### config.mk
export PLATFORM = sky130hd
export DESIGN_NAME = led_pwm_breathe_flat
export DESIGN_NICKNAME = d
export VERILOG_FILES = /design/src/rtl/led_pwm_breathe_if.sv /design/src/rtl/led_pwm_breathe.sv /design/src/flat_wrapper.sv
export SDC_FILE = /design/constraint.sdc
export NUM_CORES = 1
export LEC_CHECK = 0
export BUFFER_PORTS_ARGS = -buffer_cell sky130_fd_sc_hd__buf_2
export CAP_MARGIN = 10
export CORE_ASPECT_RATIO = 1.4
export CORE_MARGIN = 2
export CORE_UTILIZATION = 25
export CTS_CLUSTER_DIAMETER = 50
export DETAILED_ROUTE_END_ITERATION = 7
export RECOVER_POWER = 25
export SLEW_MARGIN = 10
export SYNTH_ARGS = -nofsm -noshare
export SYNTH_HDL_FRONTEND = slang
export SYNTH_SLANG_ARGS = --single-unit
### constraint.sdc
create_clock -name clk -period 1.9 [get_ports clk]
set_clock_uncertainty 0.2 [all_clocks]
set_input_delay 0.285 -clock clk [delete_from_list [all_inputs] [get_ports clk]]
set_output_delay 0.285 -clock clk [all_outputs]
set_load 0.1 [all_outputs]
### src/rtl/led_pwm_breathe_if.sv
// Signal bundle between the blink generator / board logic and the breathing
// LED stage. The controller drives enable and toggle. The LED stage drives
// the PWM pin, the current brightness and the fade-in-progress flag.
interface led_pwm_breathe_if #(
  parameter int unsigned PWM_BITS = 4
);
  logic                enable;
  logic                toggle;
  logic                led;
  logic [PWM_BITS-1:0] level;
  logic                busy;

  modport master (output enable, output toggle,
                  input  led,    input  level,  input busy);
  modport slave  (input  enable, input  toggle,
                  output led,    output level,  output busy);
endinterface

### src/rtl/led_pwm_breathe.sv
// Breathing LED driver. Each edge of the blink toggle starts a smooth PWM
// fade in the matching direction. Brightness moves one step every STEP_DIV
// completed PWM periods, and only ever at a period boundary.
// Optional build macro LED_PWM_BREATHE_GAMMA_EN selects a square-law
// brightness-to-duty curve. That curve adds one cycle of led latency.
module led_pwm_breathe #(
  parameter int unsigned PWM_BITS = 4,
  parameter int unsigned STEP_DIV = 40
) (
  input  logic              clk,
  input  logic              rst_n,
  led_pwm_breathe_if.slave  bus
);

  localparam logic [PWM_BITS-1:0] LVL_MAX   = '1;
  localparam logic [PWM_BITS-1:0] LVL_MAX_1 = LVL_MAX - 1'b1;
  localparam logic [PWM_BITS-1:0] LVL_ONE   = {{(PWM_BITS-1){1'b0}}, 1'b1};
  localparam logic [15:0]         STEP_LAST = 16'(STEP_DIV - 1);

  typedef enum logic [1:0] {OFF, RISE, ON, FALL} state_t;

  state_t              state_q;
  logic                tog_s1_q, tog_s2_q, tog_prev_q;
  logic                rise, fall;
  logic [PWM_BITS-1:0] pwm_cnt_q;
  logic [15:0]         step_cnt_q;
  logic                wrap, step;
  logic [PWM_BITS-1:0] level_q;
  logic [PWM_BITS-1:0] duty;
  logic                led_q;
  logic                busy_q;

  assign rise = tog_s2_q & ~tog_prev_q;
  assign fall = ~tog_s2_q & tog_prev_q;
  assign wrap = &pwm_cnt_q;
  assign step = wrap && (step_cnt_q == STEP_LAST);

  // Synchronise toggle. Keep tracking it while disabled, so that
  // re-enabling never replays a stale edge.
  always_ff @(posedge clk or negedge rst_n) begin
    if (!rst_n) begin
      tog_s1_q   <= 1'b0;
      tog_s2_q   <= 1'b0;
      tog_prev_q <= 1'b0;
    end else begin
      tog_s1_q   <= bus.toggle;
      tog_s2_q   <= tog_s1_q;
      tog_prev_q <= tog_s2_q;
    end
  end

  // Free-running PWM period counter. It keeps running while disabled.
  always_ff @(posedge clk or negedge rst_n) begin
    if (!rst_n) pwm_cnt_q <= '0;
    else        pwm_cnt_q <= pwm_cnt_q + 1'b1;
  end

  // Count completed PWM periods. The count clears on each brightness step
  // and whenever the block is disabled.
  always_ff @(posedge clk or negedge rst_n) begin
    if (!rst_n)       step_cnt_q <= '0;
    else if (!bus.enable) step_cnt_q <= '0;
    else if (step)    step_cnt_q <= '0;
    else if (wrap)    step_cnt_q <= step_cnt_q + 16'd1;
  end

`ifdef LED_PWM_BREATHE_GAMMA_EN
  logic [2*PWM_BITS-1:0] lvl_wide;
  logic [2*PWM_BITS-1:0] lvl_sq;
  logic [PWM_BITS-1:0]   duty_q;

  assign lvl_wide = {{PWM_BITS{1'b0}}, level_q};
  assign lvl_sq   = lvl_wide * lvl_wide;

  // Register the square-law duty, so the multiplier stays out of the
  // compare path.
  always_ff @(posedge clk or negedge rst_n) begin
    if (!rst_n)           duty_q <= '0;
    else if (!bus.enable) duty_q <= '0;
    else                  duty_q <= lvl_sq[2*PWM_BITS-1:PWM_BITS];
  end
  assign duty = duty_q;
`else
  assign duty = level_q;
`endif

  // PWM compare. The output is registered, so the pin is glitch-free.
  always_ff @(posedge clk or negedge rst_n) begin
    if (!rst_n) led_q <= 1'b0;
    else        led_q <= bus.enable & (pwm_cnt_q < duty);
  end

  // Fade state machine. An edge wins over a simultaneous step. The range
  // checks on each step also saturate a fade that reversed before it moved.
  always_ff @(posedge clk or negedge rst_n) begin
    if (!rst_n) begin
      state_q <= OFF;
      level_q <= '0;
      busy_q  <= 1'b0;
    end else if (!bus.enable) begin
      state_q <= OFF;
      level_q <= '0;
      busy_q  <= 1'b0;
    end else begin
      case (state_q)
        OFF: begin
          if (rise) begin
            state_q <= RISE;
            busy_q  <= 1'b1;
          end
        end
        RISE: begin
          if (fall) begin
            state_q <= FALL;
            busy_q  <= 1'b1;
          end else if (step) begin
            if (level_q >= LVL_MAX_1) begin
              level_q <= LVL_MAX;
              state_q <= ON;
              busy_q  <= 1'b0;
            end else begin
              level_q <= level_q + 1'b1;
            end
          end
        end
        ON: begin
          if (fall) begin
            state_q <= FALL;
            busy_q  <= 1'b1;
          end
        end
        FALL: begin
          if (rise) begin
            state_q <= RISE;
            busy_q  <= 1'b1;
          end else if (step) begin
            if (level_q <= LVL_ONE) begin
              level_q <= '0;
              state_q <= OFF;
              busy_q  <= 1'b0;
            end else begin
              level_q <= level_q - 1'b1;
            end
          end
        end
        default: begin
          state_q <= OFF;
          level_q <= '0;
          busy_q  <= 1'b0;
        end
      endcase
    end
  end

  assign bus.led   = led_q;
  assign bus.level = level_q;
  assign bus.busy  = busy_q;

endmodule

### src/flat_wrapper.sv
// flat-port wrapper written by rule: the top's interface ports become plain ports
module led_pwm_breathe_flat 
#(
  parameter int unsigned PWM_BITS = 4,
  parameter int unsigned STEP_DIV = 40
)
  (clk, rst_n, bus_enable, bus_toggle, bus_led, bus_level, bus_busy);
  led_pwm_breathe_if #(.PWM_BITS(PWM_BITS)) bus_i ();
  input  logic clk;
  input  logic rst_n;
  input wire logic [$bits(bus_i.enable)-1:0] bus_enable;
  input wire logic [$bits(bus_i.toggle)-1:0] bus_toggle;
  output wire logic [$bits(bus_i.led)-1:0] bus_led;
  output wire logic [$bits(bus_i.level)-1:0] bus_level;
  output wire logic [$bits(bus_i.busy)-1:0] bus_busy;
  assign bus_i.enable = bus_enable;
  assign bus_i.toggle = bus_toggle;
  assign bus_led = bus_i.led;
  assign bus_level = bus_i.level;
  assign bus_busy = bus_i.busy;
  led_pwm_breathe #(.PWM_BITS(PWM_BITS), .STEP_DIV(STEP_DIV)) u_core (.clk(clk), .rst_n(rst_n), .bus(bus_i));
endmodule
==> impl_metrics.yaml, run 1 <==
status:
  run_status: "finished with violations"
  failed_checks: "negative setup slack"
pwr:
  power_density_nw_per_um2: 662
  irDropWorstVdd_mv: 0.375
  fin_total_pwr_mw: 1.70
  leakagePower_nw: 1.13
clock_network:
  clock_path_buffers: 2
  cts_tree: "built"
  cts_buffers: 5
  root_buffer: "clkbuf_8"
  clock_sinks: 31
  clk_pin_slew_ps: 60
  clock_latency_ps: 280
  cts_max_level: 2
worst_setup_path:
  cp_top_family: "simple AND/OR/NAND/NOR gates"
  crit_buf_inv: 0
  cp_slowest_cell: "dfrtp_1"
  path_class: "reg2reg"
  worstPathArrival_ps: 1890
  crit_fanout: 3
  crit_path_cell_trace: "ha_2 -> and4bb_2 -> and3_4 -> nand4b_1 -> a21oi_2 -> mux2_4"
  critPathLaunchType: "flop"
  required_ps: 1870
  end_kind: "flop"
  critPathMaxStageDelay_ps: 360
placement:
  hpwlAfterDp_um: 3250
  port_buffers: 9
  placedCellCount: 328
  gp_congestion: 0.843
  preCtsSetupSlack_ps: -40.2
global_route:
  grt_pass1_vias: 1627
  grt_pass1_wl_um: 7360
  grt_use_total_pct: 11.5
  grt_max_degree: 20
  grt_overflow_total: 0
  antenna_found_initial: 0
yosys:
  avgSynthCellArea_um2: 9.65
  synth_edf_count: 0
  synthDistinctLibCells: 45
  seq_area_frac_synth_pct: 42.3
  synthArstFlopShare_pct: 100
  synth_top_area_cell: "dfrtp_1"
  syn_area_um2: 1830
  ys_seq_elements: 31
  synth_area_leaders: "dfrtp_1 42%, ha_1 8.9%, nor2_1 4.9%"
  yosysWarningCount: 0
  synthFlopType: "dfrtp_1"
  yosysTopAreaCellShare_pct: 42.3
  synth_fp_nets: 207
  syn_inst: 190
floorplan:
  die_w_um: 76.4
  core_area_um2: 7030
  io_pins: 10
  die_area_um2: 8040
  initial_core_util_pct: 26.1
  die_height_um: 105
  rows: 36
sta:
  setup_ws_ps: -20.0
  worst_pin_slew_ps: 1100
  drv_slew: 0
  period_needed_ps: 1920
  final_hold_viol_count: 0
  rsz0062_at_grt: "true"
  max_freq_mhz: 521
  setup_viol: 1
  relSlewSlack_pct: 27.0
  period_share_pct: 101
detailed_routing:
  firstDrtPassIters: 4
  post-route-drc-count: 0
  routed_wirelength_um: 4320
  wl_per_cell_um: 12.6
  drtAntennaViolNets: 0
  viasPerCell: 4.66
  drt_iter0_drc: 46
  via_count: 1603
worst_hold_path:
  min_path_type: "reg2reg"
final_layout:
  area_delta_synth_final_pct: 39.7
  fin_cells: 344
  drive_gt1_share_pct: 37.8
  layout.nets: 265
  antenna_cells: 0
run:
  cap_violations: 0
[registers in the layout, summed over array words and instances, names as in the netlist]
register           count
u_core.bus.led         1
u_core.bus.busy        1
u_core.step_cnt_q     16
u_core.tog_s2_q        1
u_core.pwm_cnt_q       4
u_core.bus.level       4
u_core.state_q         2
u_core.tog_s1_q        1
u_core.tog_prev_q      1
[worst register-to-register path, delay by kind of cell (launching register included)]
kind | cells | cell delay, ps
compound gates | 1 | 180
fa+ha+maj | 1 | 180
mux | 1 | 310
simple gates | 3 | 570
flops | 1 | 360
[report_power, final]
part           leakage [nW]  internal [mW]  total (mW)  switching (mW)
clock                0.0515          0.330       0.577           0.247
combinational         0.671          0.161       0.402           0.241
sequential            0.410          0.692       0.717          0.0251
[cell usage after synthesis (2+ instances only)]
| cell type | number |
|---|---|
| nor3_1 | 4 |
| nand2_1 | 14 |
| xnor2_1 | 8 |
| a31oi_1 | 3 |
| o221ai_1 | 2 |
| mux2i_1 | 3 |
| nand2b_1 | 3 |
| o21ai_0 | 5 |
| a41o_1 | 2 |
| and3_1 | 4 |
| nand4_1 | 4 |
| nor2_1 | 24 |
| xor2_1 | 6 |
| inv_1 | 10 |
| a211oi_1 | 3 |
| ha_1 | 13 |
| dfrtp_1 | 31 |
| clkbuf_1 | 3 |
| a21oi_1 | 8 |
| nand3_1 | 14 |
| or3_1 | 2 |
[final timing paths]
path	from	endpoint	slack, ps	cells after the start
setup reg to reg	u_core.step_cnt_q[1]	u_core.state_q[0]	-20	6
setup / recovery	u_core.step_cnt_q[1]	u_core.state_q[0]	-20	6
max in group asynchronous	rst_n	u_core.step_cnt_q[12]	190	3
hold / removal	u_core.tog_s1_q	u_core.tog_s2_q	150	0
min in group asynchronous	rst_n	u_core.bus.led	520	2
hold reg to reg	u_core.tog_s1_q	u_core.tog_s2_q	150	0
[cell type report]
type | instances | area (µm²)
clock buffers | 8 | 100
repair buffers | 55 | 402
multi-input cells | 145 | 1110
fillers | 735 | 4470
flip-flops and latches | 31 | 786
well taps | 95 | 119
inverters | 10 | 42.5
[per-stage QoR]
step | hold WS (ps) | cell area [µm²] | setup TNS, ps | util [%]
final | 153 | 2560 | -20.0 | 36.4
after global routing | 166 | 2560 | -2320 | 36.4
after CTS | 156 | 2440 | -33.1 | 34.8
after detailed placement | 62.9 | 2300 | -125 | 32.7
after global placement | 62.0 | 2300 | 0 | 32.7
after floorplan | -211 | 1870 | -183 | -
[timing repair]
action | in CTS | in global routing
hold buffers | 2 | 0
endpoints found under the setup margin | 7 | 18
buffers inserted | 1 | 5
endpoints found under the hold margin | 19 | 0
gates resized for setup | 3 | 22
pin swaps | 2 | 12
[cells by family (layout without fill, tap and decap cells)]
logic type	count (synthesis)	after routing	synth area share (%)
buffers and inverters	14	73	2.94
adder cells (fa/ha/maj)	13	13	8.87
AO/OA/AOI/OAI	34	34	13.0
flip-flops	31	31	42.3
AND/OR/NAND/NOR	80	80	24.0
multiplexers	4	4	2.25
XOR/XNOR	14	14	6.69
[layer usage]
metal,vias up,GRT usage (%),share of wire [%]
li1,790,-,-
met1,791,12.7,43
met2,16,20.9,53
met3,6,2.65,2.3
met4,0,5.06,1.8
met5,-,0,0
[cells in the final DEF, fill, tap and decap left out, types with 3 or more instances in the layout]
master    Yosys  layout
nand4_1       4       4
xnor2_1       8       8
clkbuf_8      0       7
a31oi_1       3       3
ha_1         13      10
a21oi_1       8       7
nor2_2        0       3
nor2_4        0       3
nand2b_1      3       3
buf_4         0      42
nand2_1      14      14
inv_1        10       8
nor3_1        4       3
mux2i_1       3       3
buf_2         1       8
dfrtp_1      31      27
nor2_1       24      18
xor2_1        6       6
o21ai_0       5       5
nand3_1      14      13
Power figures use the tool's default switching activity.
==> inputs of run 2 (changes only) <==
- CTS_BUF_LIST: default -> sky130_fd_sc_hd__clkbuf_8
==> run 2 against run 1 <==
The flow still finishes with violations (negative setup slack); sequential power about the same; power fell by 0.49%; first-iteration DRC count grew 2.2%; cell area down 1.0%; die area is the same; sequential share of layout area rose by 0.32 points; largest cell class unchanged; highest routed layer unchanged.
==> impl_metrics.yaml, run 2 (synthesized netlist as in run 1, its figures left out) <==
status:
  run_status: "finished with violations"
  failed_checks: "negative setup slack"
worst_setup_path:
  end_kind: "flop"
  path_class: "reg2reg"
  critPathLaunchType: "flop"
  crit_fanout: 3
  worstPathArrival_ps: 1880
  required_ps: 1870
detailed_routing:
  wl_per_cell_um: 12.5
  post-route-drc-count: 0
  drt_iter0_drc: 47
  via_count: 1595
  routed_wirelength_um: 4290
  firstDrtPassIters: 4
  drtAntennaViolNets: 0
  viasPerCell: 4.66
pwr:
  swShare_pct: 30.2
  irDropWorstVdd_mv: 0.375
  pwr-share-seq_pct: 42.5
  leakagePower_nw: 1.13
  p_clk_share_pct: 33.7
  switchingPower_mw: 0.510
  combPwrFrac_pct: 23.8
  power_density_nw_per_um2: 666
  p_int_mw: 1.18
global_route:
  grt_pass1_wl_um: 7360
  grt_overflow_total: 0
  antenna_found_initial: 0
  grt_max_degree: 20
  grt_pass1_vias: 1627
  grt_use_total_pct: 11.5
final_layout:
  largest_reg_flops: 16
  area_delta_synth_final_pct: 38.3
  fin_cells: 342
  fillers: 743
  top_register: "u_core.step_cnt_q"
  fin_util_pct: 36.1
  drive_gt1_share_pct: 36.4
  antenna_cells: 0
  layout_commonest_cell: "buf_4"
  final_cell_mix: "40 x buf_4, 27 x dfrtp_1, 18 x nor2_1, 14 x nand2_1, 13 x nand3_1"
  layout.nets: 263
sta:
  final_hold_viol_count: 0
  rsz0062_at_grt: "true"
  max_freq_mhz: 523
  setup_viol: 1
  drv_slew: 0
  period_needed_ps: 1910
  worst_pin_slew_ps: 1080
  setup_ws_ps: -13.1
  period_share_pct: 101
  relSlewSlack_pct: 27.8
floorplan:
  core_area_um2: 7030
  rows: 36
  die_area_um2: 8040
  die_w_um: 76.4
  initial_core_util_pct: 26.1
  io_pins: 10
  die_height_um: 105
clock_network:
  cts_max_level: 2
  cts_buffers: 5
  clock_sinks: 31
  cts_tree: "built"
  clk_pin_slew_ps: 60
  clock_path_buffers: 2
  clock_latency_ps: 280
  root_buffer: "clkbuf_8"
placement:
  port_buffers: 9
  preCtsSetupSlack_ps: -40.2
  placedCellCount: 328
  hpwlAfterDp_um: 3250
  gp_congestion: 0.843
worst_hold_path:
  min_path_type: "reg2reg"
run:
  cap_violations: 0
run 2: stage by stage:
step	instance area (µm²)	setup TNS (ps)	hold WS [ps]	total power, mW
2_1_floorplan	1870	-183	-211	0.977
3_3_place_gp	2300	0	62.0	1.10
3_5_place_dp	2300	-125	62.9	1.10
4_1_cts	2440	-33.5	156	1.70
5_1_grt	2530	-2360	166	1.78
6_report	2530	-13.1	153	1.69
run 2: power by group through the flow:
stage	Clock, mW	Combinational [mW]	Sequential (mW)
6_report	0.569	0.402	0.717
5_1_grt	0.623	0.443	0.718
4_1_cts	0.592	0.392	0.715
3_5_place_dp	0	0.376	0.728
3_3_place_gp	0	0.372	0.727
2_1_floorplan	0	0.179	0.798
run 2: timing repair:
action / 4_1_cts / 5_1_grt
gates resized for setup: 3 / 19
setup endpoints to repair: 7 / 18
hold endpoints to repair: 19 / 0
buffers inserted: 1 / 3
hold buffers: 2 / 0
pin swaps: 2 / 10
run 2: metal layers:
| metal | vias to the layer above | GRT usage [%] | share of wire, % | routed length, µm |
|---|---|---|---|---|
| met5 | - | 0 | 0 | 0 |
| met4 | 0 | 5.06 | 1.4 | 61 |
| met3 | 5 | 2.65 | 2.6 | 110 |
| met2 | 15 | 20.9 | 53 | 2270 |
| met1 | 791 | 12.7 | 43 | 1850 |
| li1 | 784 | - | - | - |
run 2: worst max-delay path, stage by stage (launching register included):
cell,delay [ps]
dfrtp_1,410
nor4_4,370
and2_4,210
nand4b_1,110
a21oi_2,180
mux2_4,310
run 2: path summary, 6_finish.rpt:
| path | endpoint | cells after the start | slack, ps | startpoint |
|---|---|---|---|---|
| max | u_core.state_q[0] | 5 | -10 | u_core.step_cnt_q[12] |
| min | u_core.tog_s2_q | 0 | 150 | u_core.tog_s1_q |
| max reg2reg | u_core.state_q[0] | 5 | -10 | u_core.step_cnt_q[12] |
| min reg2reg | u_core.tog_s2_q | 0 | 150 | u_core.tog_s1_q |
| max in group asynchronous | u_core.step_cnt_q[11] | 3 | 200 | rst_n |
| min in group asynchronous | u_core.bus.led | 2 | 520 | rst_n |
run 2: final cells by class:
cell class                      instances  area (µm²)  share of cell area (%)
Multi-Input combinational cell        145        1100                    43.4
Sequential cell                        31         786                    31.0
Timing Repair Buffer                   53         387                    15.3
Tap cell                               95         119                    4.69
Clock buffer                            7        96.3                    3.80
Inverter                               10        42.5                    1.68
Clock inverter                          1        3.75                   0.148
==> inputs of run 3 (changes only) <==
- SKIP_LAST_GASP: default -> 1
==> run 3 against run 2 <==
The flow still finishes with violations (negative setup slack); global-route usage unchanged; worst hold slack unchanged; utilization about the same; die area unchanged; final cell count unchanged; maximum frequency unchanged; combinational power about the same; highest routed layer unchanged.
==> impl_metrics.yaml, run 3 (synthesized netlist as in run 1, its figures left out) <==
worst_hold_path:
  worstHoldStart: "u_core.tog_s1_q"
  min_delay_path_depth: 0
  min_path_type: "reg2reg"
detailed_routing:
  firstDrtPassIters: 4
  wl_per_cell_um: 12.4
  via_count: 1602
  viasPerCell: 4.68
  drt_iter0_drc: 59
  post-route-drc-count: 0
  routed_wirelength_um: 4250
  drtAntennaViolNets: 0
final_layout:
  final_cell_mix: "40 x buf_4, 27 x dfrtp_1, 18 x nor2_1, 14 x nand2_1, 13 x nand3_1"
  area_delta_synth_final_pct: 38.2
  antenna_cells: 0
  fin_cells: 342
  layout.nets: 263
  fin_util_pct: 36.0
  top_register: "u_core.step_cnt_q"
  largest_reg_flops: 16
  drive_gt1_share_pct: 36.0
  layout_commonest_cell: "buf_4"
global_route:
  grt_pass1_vias: 1627
  grt_use_total_pct: 11.5
  grt_max_degree: 20
  grt_overflow_total: 0
  grt_pass1_wl_um: 7360
  antenna_found_initial: 0
clock_network:
  cts_max_level: 2
  cts_tree: "built"
  cts_buffers: 5
  clock_sinks: 31
  clock_path_buffers: 2
  clock_latency_ps: 280
  root_buffer: "clkbuf_8"
  clk_pin_slew_ps: 60
floorplan:
  io_pins: 10
  die_w_um: 76.4
  die_area_um2: 8040
  rows: 36
  core_area_um2: 7030
  initial_core_util_pct: 26.1
  die_height_um: 105
worst_setup_path:
  cp_top_family: "simple AND/OR/NAND/NOR gates"
  worstPathArrival_ps: 1880
  cp_slowest_cell: "dfrtp_1"
  end_kind: "flop"
  worstRegToRegCells: 5
  crit_buf_inv: 0
  path_class: "reg2reg"
  crit_path_cell_trace: "nor4_4 -> and2_4 -> nand4b_1 -> a21oi_2 -> mux2_4"
  setup.worst_path.start: "u_core.step_cnt_q[12]"
  critPathMaxStageDelay_ps: 410
  critPathLaunchType: "flop"
  cp_num_cells: 5
  crit_fanout: 3
  reg2reg_from: "u_core.step_cnt_q[12]"
  required_ps: 1870
placement:
  port_buffers: 9
  gp_congestion: 0.843
  hpwlAfterDp_um: 3250
  placedCellCount: 328
pwr:
  fin_total_pwr_mw: 1.69
  switchingPower_mw: 0.511
  leakagePower_nw: 1.13
  p_int_mw: 1.18
  pwr-share-seq_pct: 42.5
  irDropWorstVdd_mv: 0.375
  swShare_pct: 30.3
  p_clk_share_pct: 33.7
  power_density_nw_per_um2: 667
  combPwrFrac_pct: 23.8
sta:
  setup_ws_ps: -13.1
  period_share_pct: 101
  period_needed_ps: 1910
  relSlewSlack_pct: 27.2
  worst_pin_slew_ps: 1090
  setup_viol: 1
  final_hold_viol_count: 0
  max_freq_mhz: 523
  rsz0062_at_grt: "true"
  drv_slew: 0
  fin_tns_setup_ps: -13.1
run:
  cap_violations: 0
status:
  run_status: "finished with violations"
  failed_checks: "negative setup slack"
run 3: per-stage QoR:
stage          cell area, µm²  setup slack, ps  hold WS (ps)
5_1_grt                  2530             -134           166
6_report                 2530            -13.1           153
4_1_cts                  2440            -24.2           156
3_3_place_gp             2300             1.18          62.0
3_5_place_dp             2300            -40.2          62.9
2_1_floorplan            1870             -183          -211
run 3: metal layers:
layer | track usage [%] | part of all wire, % | routed length, µm
met1 | 12.7 | 43 | 1840
met4 | 5.06 | 1.4 | 61
met2 | 20.9 | 53 | 2240
met5 | 0 | 0 | 0
met3 | 2.65 | 2.5 | 107
run 3: final cells by class:
cell class | instances | area [µm²]
timing repair buffer | 53 | 387
tap | 95 | 119
fill | 741 | 4490
clock buffer | 7 | 96.3
multi-input combinational | 145 | 1100
inverter | 10 | 42.5
clock inverter | 1 | 3.75
sequential | 31 | 786
run 3: final timing paths:
check / end / slack, ps
setup / recovery: u_core.state_q[0] / -10
hold / removal: u_core.tog_s2_q / 150
setup reg to reg: u_core.state_q[0] / -10
hold reg to reg: u_core.tog_s2_q / 150
max in group asynchronous: u_core.step_cnt_q[11] / 190
min in group asynchronous: u_core.bus.led / 520
run 3: power by group through the flow:
stage / Combinational (mW) / Clock (mW) / Sequential (mW)
2_1_floorplan: 0.179 / 0 / 0.798
3_3_place_gp: 0.372 / 0 / 0.727
3_5_place_dp: 0.376 / 0 / 0.728
4_1_cts: 0.392 / 0.592 / 0.715
5_1_grt: 0.443 / 0.623 / 0.718
6_report: 0.402 / 0.568 / 0.717
run 3: timing repair:
| item | 4_1_cts | 5_1_grt |
|---|---|---|
| gates resized for setup | 3 | 18 |
| hold buffers | 2 | 0 |
| buffers inserted | 1 | 3 |
| endpoints found under the setup margin | 7 | 18 |
| pin swaps | 2 | 9 |
| hold endpoints to repair | 19 | 0 |
